==> src/rtl/avalon_st_pkg.sv <==
// Shared types for the Avalon-ST packet transmitter.
package avalon_st_pkg;

  typedef enum logic {
    FILL_S = 1'b0,
    SEND_S = 1'b1
  } state_e;

endpackage : avalon_st_pkg

==> src/rtl/avalon_st_pkt_tx_pkt_buf.sv <==
// Packet word store: one synchronous write port, one asynchronous read port.
module pkt_buf #(
  parameter int DWIDTH = 4,
  parameter int DEPTH  = 5,
  parameter int AW     = 3
) (
  input  logic              clk_i,
  input  logic              we_i,
  input  logic [AW-1:0]     waddr_i,
  input  logic [DWIDTH-1:0] wdata_i,
  input  logic [AW-1:0]     raddr_i,
  output logic [DWIDTH-1:0] rdata_o
);

  logic [DWIDTH-1:0] mem_q [DEPTH];

  // NOTE: storage has no reset; every word is written before the FSM lets it be read.
  always_ff @(posedge clk_i) begin
    if (we_i) begin
      mem_q[waddr_i] <= wdata_i;
    end
  end

  assign rdata_o = mem_q[raddr_i];

endmodule : pkt_buf

==> src/rtl/avalon_st_pkt_tx.sv <==
// Buffers one packet from a simple write port, then replays it as an Avalon-ST source.
module avalon_st_pkt_tx
  import avalon_st_pkg::*;
#(
  parameter int DWIDTH      = 4,
  parameter int MAX_PKT_LEN = 5
) (
  input  logic                           clk_i,
  input  logic                           srst_i,
  input  logic [DWIDTH-1:0]              wr_data_i,
  input  logic                           wr_valid_i,
  input  logic                           wr_last_i,
  output logic                           wr_ready_o,
  input  logic                           src_ready_i,
  output logic [DWIDTH-1:0]              src_data_o,
  output logic                           src_valid_o,
  output logic                           src_startofpacket_o,
  output logic                           src_endofpacket_o,
  output logic [$clog2(MAX_PKT_LEN):0]   pkt_len_o,
  output logic                           overflow_o
);

  localparam int AW = (MAX_PKT_LEN > 1) ? $clog2(MAX_PKT_LEN) : 1;
  localparam int LW = $clog2(MAX_PKT_LEN) + 1;

  state_e            state_q;
  logic [AW-1:0]     wr_cnt_q;
  logic [AW-1:0]     rd_cnt_q;
  logic [LW-1:0]     pkt_len_q;
  logic              overflow_q;
  logic [DWIDTH-1:0] rd_data;
  logic              wr_fire;
  logic              wr_at_max;
  logic              is_eop;

  assign wr_fire   = (state_q == FILL_S) && wr_valid_i;
  assign wr_at_max = (wr_cnt_q == AW'(MAX_PKT_LEN - 1));
  assign is_eop    = (LW'(rd_cnt_q) == pkt_len_q - LW'(1));

  pkt_buf #(
    .DWIDTH (DWIDTH),
    .DEPTH  (MAX_PKT_LEN),
    .AW     (AW)
  ) u_pkt_buf (
    .clk_i   (clk_i),
    .we_i    (wr_fire),
    .waddr_i (wr_cnt_q),
    .wdata_i (wr_data_i),
    .raddr_i (rd_cnt_q),
    .rdata_o (rd_data)
  );

  // NOTE: non-blocking assignments keep every register update order-independent.
  always_ff @(posedge clk_i) begin
    if (srst_i) begin
      state_q    <= FILL_S;
      wr_cnt_q   <= '0;
      rd_cnt_q   <= '0;
      pkt_len_q  <= '0;
      overflow_q <= 1'b0;
    end else begin
      overflow_q <= 1'b0;
      case (state_q)
        FILL_S: begin
          if (wr_fire) begin
            wr_cnt_q <= wr_cnt_q + AW'(1);
            if (wr_last_i || wr_at_max) begin
              pkt_len_q  <= LW'(wr_cnt_q) + LW'(1);
              state_q    <= SEND_S;
              overflow_q <= !wr_last_i;
            end
          end
        end
        SEND_S: begin
          if (src_ready_i) begin
            if (is_eop) begin
              state_q  <= FILL_S;
              wr_cnt_q <= '0;
              rd_cnt_q <= '0;
            end else begin
              rd_cnt_q <= rd_cnt_q + AW'(1);
            end
          end
        end
        default: state_q <= FILL_S;
      endcase
    end
  end

  // Source signals are decoded from registered state, so they hold while stalled.
  assign wr_ready_o          = (state_q == FILL_S);
  assign src_valid_o         = (state_q == SEND_S);
  assign src_data_o          = src_valid_o ? rd_data : '0;
  assign src_startofpacket_o = src_valid_o && (rd_cnt_q == '0);
  assign src_endofpacket_o   = src_valid_o && is_eop;
  assign pkt_len_o           = pkt_len_q;
  assign overflow_o          = overflow_q;

endmodule : avalon_st_pkt_tx

==> config.mk <==
export PLATFORM = sky130hd
export DESIGN_NAME = avalon_st_pkt_tx
export DESIGN_NICKNAME = d
export VERILOG_FILES = /design/src/rtl/avalon_st_pkg.sv /design/src/rtl/avalon_st_pkt_tx_pkt_buf.sv /design/src/rtl/avalon_st_pkt_tx.sv
export SDC_FILE = /design/constraint.sdc
export NUM_CORES = 1
export LEC_CHECK = 0
export CAP_MARGIN = 25
export CELL_PAD_IN_SITES_DETAIL_PLACEMENT = 1
export CELL_PAD_IN_SITES_GLOBAL_PLACEMENT = 1
export CORE_MARGIN = 3
export CORE_UTILIZATION = 40
export CTS_CLUSTER_SIZE = 25
export DETAILED_ROUTE_END_ITERATION = 8
export PLACE_DENSITY = 0.82
export SYNTH_ARGS = -nofsm -noshare
export SYNTH_HDL_FRONTEND = slang
export SYNTH_SLANG_ARGS = --single-unit
==> constraint.sdc <==
create_clock -name clk_i -period 3.25 [get_ports clk_i]
set_input_delay 0.325 -clock clk_i [delete_from_list [all_inputs] [get_ports clk_i]]
set_output_delay 0.325 -clock clk_i [all_outputs]
set_load 0.005 [all_outputs]
# Word-level counts from Yosys, hierarchy flattened
# Memories as Yosys holds them, arrays and structs flattened. A register that Yosys moved wholly into a read port is not among the register bits.
# Index checks and enable logic that the tools add are counted.
# totals
ram_bits,20
n_memories,1
ff_bits,12
# classes
eq_ne,5
n_mux,15
bitwise_logic,3
n_reduce_logical,10
add_sub_neg,4
# mem_list
memory,words,width,rd,rd_clocked_by_memory_dff,wr,line,rtl
u_pkt_buf.mem_q,5,4,1,1,1,avalon_st_pkt_tx_pkt_buf.sv:15,logic [DWIDTH-1:0] mem_q [DEPTH];
# ops
cell,count
$mux 3,6
$add 3x1->3 const B,2
$mux 1,6
$pmux 3 s2,1
$reduce_and 3->1,2
$add 3x1->4 const B,1
$eq 3x4->1,1
$mux 4,1
$ne 2x1->1 const B,2
$reduce_or 4->1,1
$sub 4x1->4 const B,1
$eq 3x3->1 const B,1
$logic_and 1x1->1,3
$logic_not 3->1,1
$not 1->1,3
$ne 2x2->1 const B,1
$pmux 1 s2,1
$reduce_and 2->1,1
$logic_not 1->1,1
$logic_or 1x1->1,1

# Logic depth before layout (Yosys ltp)
# logic_depth
word_depth,5
depth_mapped,7

# Hierarchy
# A second synthesis with hierarchy kept.
# hier_totals
cells_unflattened,137
area_unflattened_um2,1510.2
# modules_own_cells
mod,area_per_inst_um2,instances,cells_per_inst,seq_area_each_um2
pkt_buf,814.5,1,51,600.6
avalon_st_pkt_tx,695.7,1,86,240.2

# Worst setup path after synthesis
# Ideal clock, no wire load.
# synth_timing
kind,reg2reg
startpoint,reg state_q (netlist: src_valid_o)
endpoint,"mem u_pkt_buf.mem_q[4][0], enable pin"
t_arrival_ns,1.300
required_ns,2.871
setup_slack_ns,1.572
synth_period_minus_slack_ns,1.678
path_buffers,1
stages_incl_launch_ff,4
cell_sequence,dfxtp_1 > nand2b_1 > clkbuf_1 > nor4b_1
# synth_between
elab_chain_cells,4
# synth_rtl
item,line,rtl
from (decl),avalon_st_pkt_tx.sv:26,state_e state_q;
from (signal assigned),avalon_st_pkt_tx.sv:56,state_q <= FILL_S;
from (signal assigned),avalon_st_pkt_tx.sv:69,state_q <= SEND_S;
from (signal assigned),avalon_st_pkt_tx.sv:77,state_q <= FILL_S;
$not 1->1,n/a,
$logic_and 1x1->1,avalon_st_pkt_tx.sv:36,assign wr_fire = (state_q == FILL_S) && wr_valid_i;
$mux 1,avalon_st_pkt_tx_pkt_buf.sv:19,if (we_i) begin
$mux 1 (not written as such),avalon_st_pkt_tx_pkt_buf.sv:20,mem_q[waddr_i] <= wdata_i;
to (decl),avalon_st_pkt_tx_pkt_buf.sv:15,
# Every way passes these cells.

# Worst setup path after layout
# layout_timing
startpoint,reg pkt_len_q[0] (netlist: pkt_len_o[0])
endpoint,out src_endofpacket_o
# layout_between
elab_chain_cells,3
# layout_rtl
item,line,rtl
from (decl),avalon_st_pkt_tx.sv:29,logic [LW-1:0] pkt_len_q;
from (signal assigned),avalon_st_pkt_tx.sv:68,pkt_len_q <= LW'(wr_cnt_q) + LW'(1);
$sub 4x1->4,avalon_st_pkt_tx.sv:38,assign is_eop = (LW'(rd_cnt_q) == pkt_len_q - LW'(1));
$eq 3x4->1,avalon_st_pkt_tx.sv:38,
$logic_and 1x1->1,avalon_st_pkt_tx.sv:95,assign src_endofpacket_o = src_valid_o && is_eop;
to (decl),avalon_st_pkt_tx.sv:18,"output logic src_endofpacket_o,"
# Every way passes these cells.

==> impl_summary.txt <==
----------------------------------------------------
[Clock tree]
  Post-CTS resize count ... 0
  Later-pin clock latency in the skew report ... 280 ps
  Maximum level of the CTS H-tree ... 2
  Total CTS buffers ... 5
  CTS tree ... built
  Maximum clock insertion buffer count ... 2
  Count of hold buffers inserted by post-cts repair ... 0
  Clock transition at the registers of the reported paths ... 70 ps
  Count of clock tree sinks ... 35
  Root cell of the clock tree ... sky130_fd_sc_hd__clkbuf_8
  Setup bufs post-CTS ... 0

[Drt]
  Drt via density ... 5.35
  1st-iter DRT viols ... 54
  Final Routed Wirelength ... 3.12 mm
  Final routed wire length divided by cell count ... 16.0 µm
  Router iterations before antenna repair ... 4
  Remaining design rule violation count ... 0
  Vias post-DR ... 1,044
  Remaining antenna violation count after routing ... 0

[Cells and area]
  Final-layout fill cell count ... 378
  Share of layout cells above drive strength 1 ... 11.4%
  Synth-to-layout area growth ... 23.9%
  Final non-filler cell total ... 195
  Total inserted antenna cells ... 0
  Number of nets in the finished design ... 162

[Pwr]
  Switching part of the total power ... 21.9%
  Combinational fraction of design power ... 10.1%
  Pwr per Cell Area ... 517 nW/µm²
  Pint ... 0.764 mW
  Power spent charging and discharging nets ... 0.215 mW
  Leakage power ... 0.632 nW
  Sequential power share ... 51.4%
  Clk network pwr share ... 38.5%
  Worst vdd rail ir drop ... 275 µV

[STA]
  Final setup fails ... 0
  Setup Skew ... 4.48 ps
  Max-slew headroom at the worst pin ... 44.5%
  Ratio of final minimum period to clock period ... 77.2%
  Final min period ... 2510 ps
  Transition time at the pin with the least slew margin ... 825 ps
  RSZ-0062 raised after global routing ... no
  Max Fclk ... 399 MHz
  Total count of hold-check failures in the final report ... 0
  Sum of negative setup slack ... 0 ps
  Max-slew violation total from the final report ... 0

[Worst hold path]
  Cell count of the worst hold path ... 2
  Launch point of the worst hold path ... pkt_len_o[3]$_SDFFE_PP0P_
  Tightest Hold Check Type ... flop to flop
  End of the worst hold path ... pkt_len_o[3]$_SDFFE_PP0P_

[Synthesis]
  Net count after synthesis ... 138
  Cell with the most instances after synthesis ... sky130_fd_sc_hd__edfxtp_1
  Main area contributors after synthesis ... sky130_fd_sc_hd__edfxtp_1 39%, sky130_fd_sc_hd__dfxtp_1 20%, sky130_fd_sc_hd__mux4_2 5.9%, sky130_fd_sc_hd__ha_1 4.1%, sky130_fd_sc_hd__nor2_1 2.7%
  Number of distinct library cell variants in the gate-level netlist after synthesis ... 36
  Synth warnings ... 0
  Cell Area, Synth ... 1530 µm²
  Top flip-flop cell by instance count after synthesis ... sky130_fd_sc_hd__edfxtp_1
  Per-instance average area after synthesis ... 12.3 µm²
  Most area-hungry cell type in the Yosys netlist ... sky130_fd_sc_hd__edfxtp_1
  Number of enable flip-flop cells after synthesis ... 20
  Share of Yosys cell area claimed by the top area cell type ... 39.3%
  Async S/R FF share, synth ... 0%
  Top post-synthesis cells by count ... 20 x sky130_fd_sc_hd__edfxtp_1, 15 x sky130_fd_sc_hd__dfxtp_1, 11 x sky130_fd_sc_hd__nor2_1
  Post-synthesis sequential area ratio ... 59.0%
  Flip-flop and latch count after synthesis ... 35
  Cells after synthesis ... 124

[Critical path]
  Worst r2r path cells ... 2
  Capture point of the worst reg-to-reg path ... u_pkt_buf.mem_q[3][1]$_DFFE_PP_
  CP startpoint ... pkt_len_o[0]$_SDFFE_PP0P_
  R2R Setup Slk ... 1380 ps
  Crit path launch type ... flop
  Launch instance of the worst register-to-register path ... src_valid_o$_SDFF_PP0_
  Data required time at the worst endpoint ... 2920 ps
  Kind of end point of the critical path ... primary output
  Critical path data arrival time ... 2180 ps
  Type of the setup path with the least slack ... flop to primary output
  Maximum fanout along the worst path ... 6

[Placement]
  Number of I/O port buffers ... 21
  HPWL Detailed ... 2.40 mm
  Cell count after placement ... 187
  Gp weighted congestion ... 0.788

[Run]
  Max-cap violations ... 0

[Floorplan]
  Initial Utilization ... 43.7%
  Number of standard-cell rows in the floorplan ... 21
  Core footprint ... 3490 µm²
  Die X-Extent ... 67.8 µm
  Vertical die dimension ... 67.8 µm
  Die Outline Area ... 4600 µm²
  I/O pin total ... 22

[Global route]
  Sum of overflow across all layers after global routing ... 0
  Global-route usage over all layers ... 16.3%
  Global-route wire length before repair ... 5.29 mm
  Initial antenna violation count ... 0
  Via count of the first global-routing pass ... 1,086
  Maximum number of pins on one net before global-route repair ... 16

[Outcome]
  Result of the run ... completed

----------------------------------------------------
==> power by group through the flow <==
stage               clock (mW)  combinational [mW]  sequential [mW]
floorplan                    0              0.0594            0.505
global placement             0              0.0954            0.511
detailed placement           0              0.0993            0.513
CTS                      0.394               0.100            0.503
global route             0.416               0.111            0.506
finish                   0.377              0.0989            0.503
==> worst max-delay path, cell delays in order, from the launching register on <==
cell,delay (ps)
sky130_fd_sc_hd__dfxtp_1,430
sky130_fd_sc_hd__inv_1,70
sky130_fd_sc_hd__ha_1,210
sky130_fd_sc_hd__xnor2_1,240
sky130_fd_sc_hd__o211ai_2,210
sky130_fd_sc_hd__nor3_1,210
sky130_fd_sc_hd__clkdlybuf4s50_1,520
==> flip-flops by register name, indices dropped and copies added (netlist names), named ones only <==
| name | count |
|---|---|
| overflow_o | 1 |
| pkt_len_o | 4 |
| rd_cnt_q | 3 |
| src_valid_o | 1 |
| u_pkt_buf.mem_q | 20 |
| wr_cnt_q | 3 |
==> routing by layer <==
metal  share of wire [%]  GRT usage, %  up-vias  routed length (µm)
met5                   0             0        -                   0
met4                 1.9          7.94        0                  59
met3                 3.7          5.66        7                 115
met2                  48          24.5       19                1500
met1                  46          20.7      515                1450
li1                    -             -      503                   -
==> worst max path at each step <==
stage	to	cells past startpoint
after floorplan	u_pkt_buf.mem_q[4][0]$_DFFE_PP_	3
after global placement	src_endofpacket_o	6
after detailed placement	src_endofpacket_o	6
after CTS	src_endofpacket_o	6
after global routing	src_endofpacket_o	6
final	src_endofpacket_o	6
==> cell families (layout without fill, tap and decap cells) <==
kind of cell	Yosys count	count (layout)	share of synthesized area, %
AO/OA/AOI/OAI	19	19	8.44
XOR/XNOR	3	3	1.72
adder cells (fa/ha/maj)	5	5	4.10
buffers and inverters	14	39	3.52
flip-flops	35	35	59.0
multiplexers	8	8	8.52
AND/OR/NAND/NOR	40	40	14.7
==> cell type report <==
cell class / count / area, µm² / share of cell area, %
Multi-Input combinational cell: 75 / 573 / 30.3
Clock inverter: 2 / 37.5 / 1.98
Clock buffer: 6 / 72.6 / 3.83
Timing Repair Buffer: 22 / 218 / 11.5
Tap cell: 46 / 57.6 / 3.04
Inverter: 9 / 33.8 / 1.78
Sequential cell: 35 / 901 / 47.6
==> through the flow <==
| step | power, mW | worst slack [ps] | cell area, µm² | hold WS (ps) | util [%] |
|---|---|---|---|---|---|
| 2_1_floorplan | 0.564 | 1570 | 1530 | 404 | - |
| 3_3_place_gp | 0.607 | 1110 | 1780 | 493 | 51.0 |
| 3_5_place_dp | 0.612 | 1040 | 1780 | 498 | 51.0 |
| 4_1_cts | 0.997 | 713 | 1890 | 514 | 54.2 |
| 5_1_grt | 1.03 | 527 | 1890 | 544 | 54.2 |
| 6_report | 0.979 | 741 | 1890 | 511 | 54.2 |
==> layout by cell type, fill, tap and decap left out, types with 2 or more instances in the layout <==
master                            count
sky130_fd_sc_hd__nand2b_1             3
sky130_fd_sc_hd__clkdlybuf4s50_1     21
sky130_fd_sc_hd__mux2i_1              4
sky130_fd_sc_hd__xor2_1               2
sky130_fd_sc_hd__or2_2                2
sky130_fd_sc_hd__ha_1                 5
sky130_fd_sc_hd__dfxtp_1             15
sky130_fd_sc_hd__nor4_1               4
sky130_fd_sc_hd__nand3b_1             3
sky130_fd_sc_hd__inv_1                9
sky130_fd_sc_hd__edfxtp_1            20
sky130_fd_sc_hd__clkbuf_8             5
sky130_fd_sc_hd__o21ai_1              2
sky130_fd_sc_hd__mux4_2               4
sky130_fd_sc_hd__nand2_1              6
sky130_fd_sc_hd__nor2b_1              2
sky130_fd_sc_hd__nor3_1               3
sky130_fd_sc_hd__nor2_1              11
sky130_fd_sc_hd__a21oi_1              7
(Power assumes the default switching activity.)
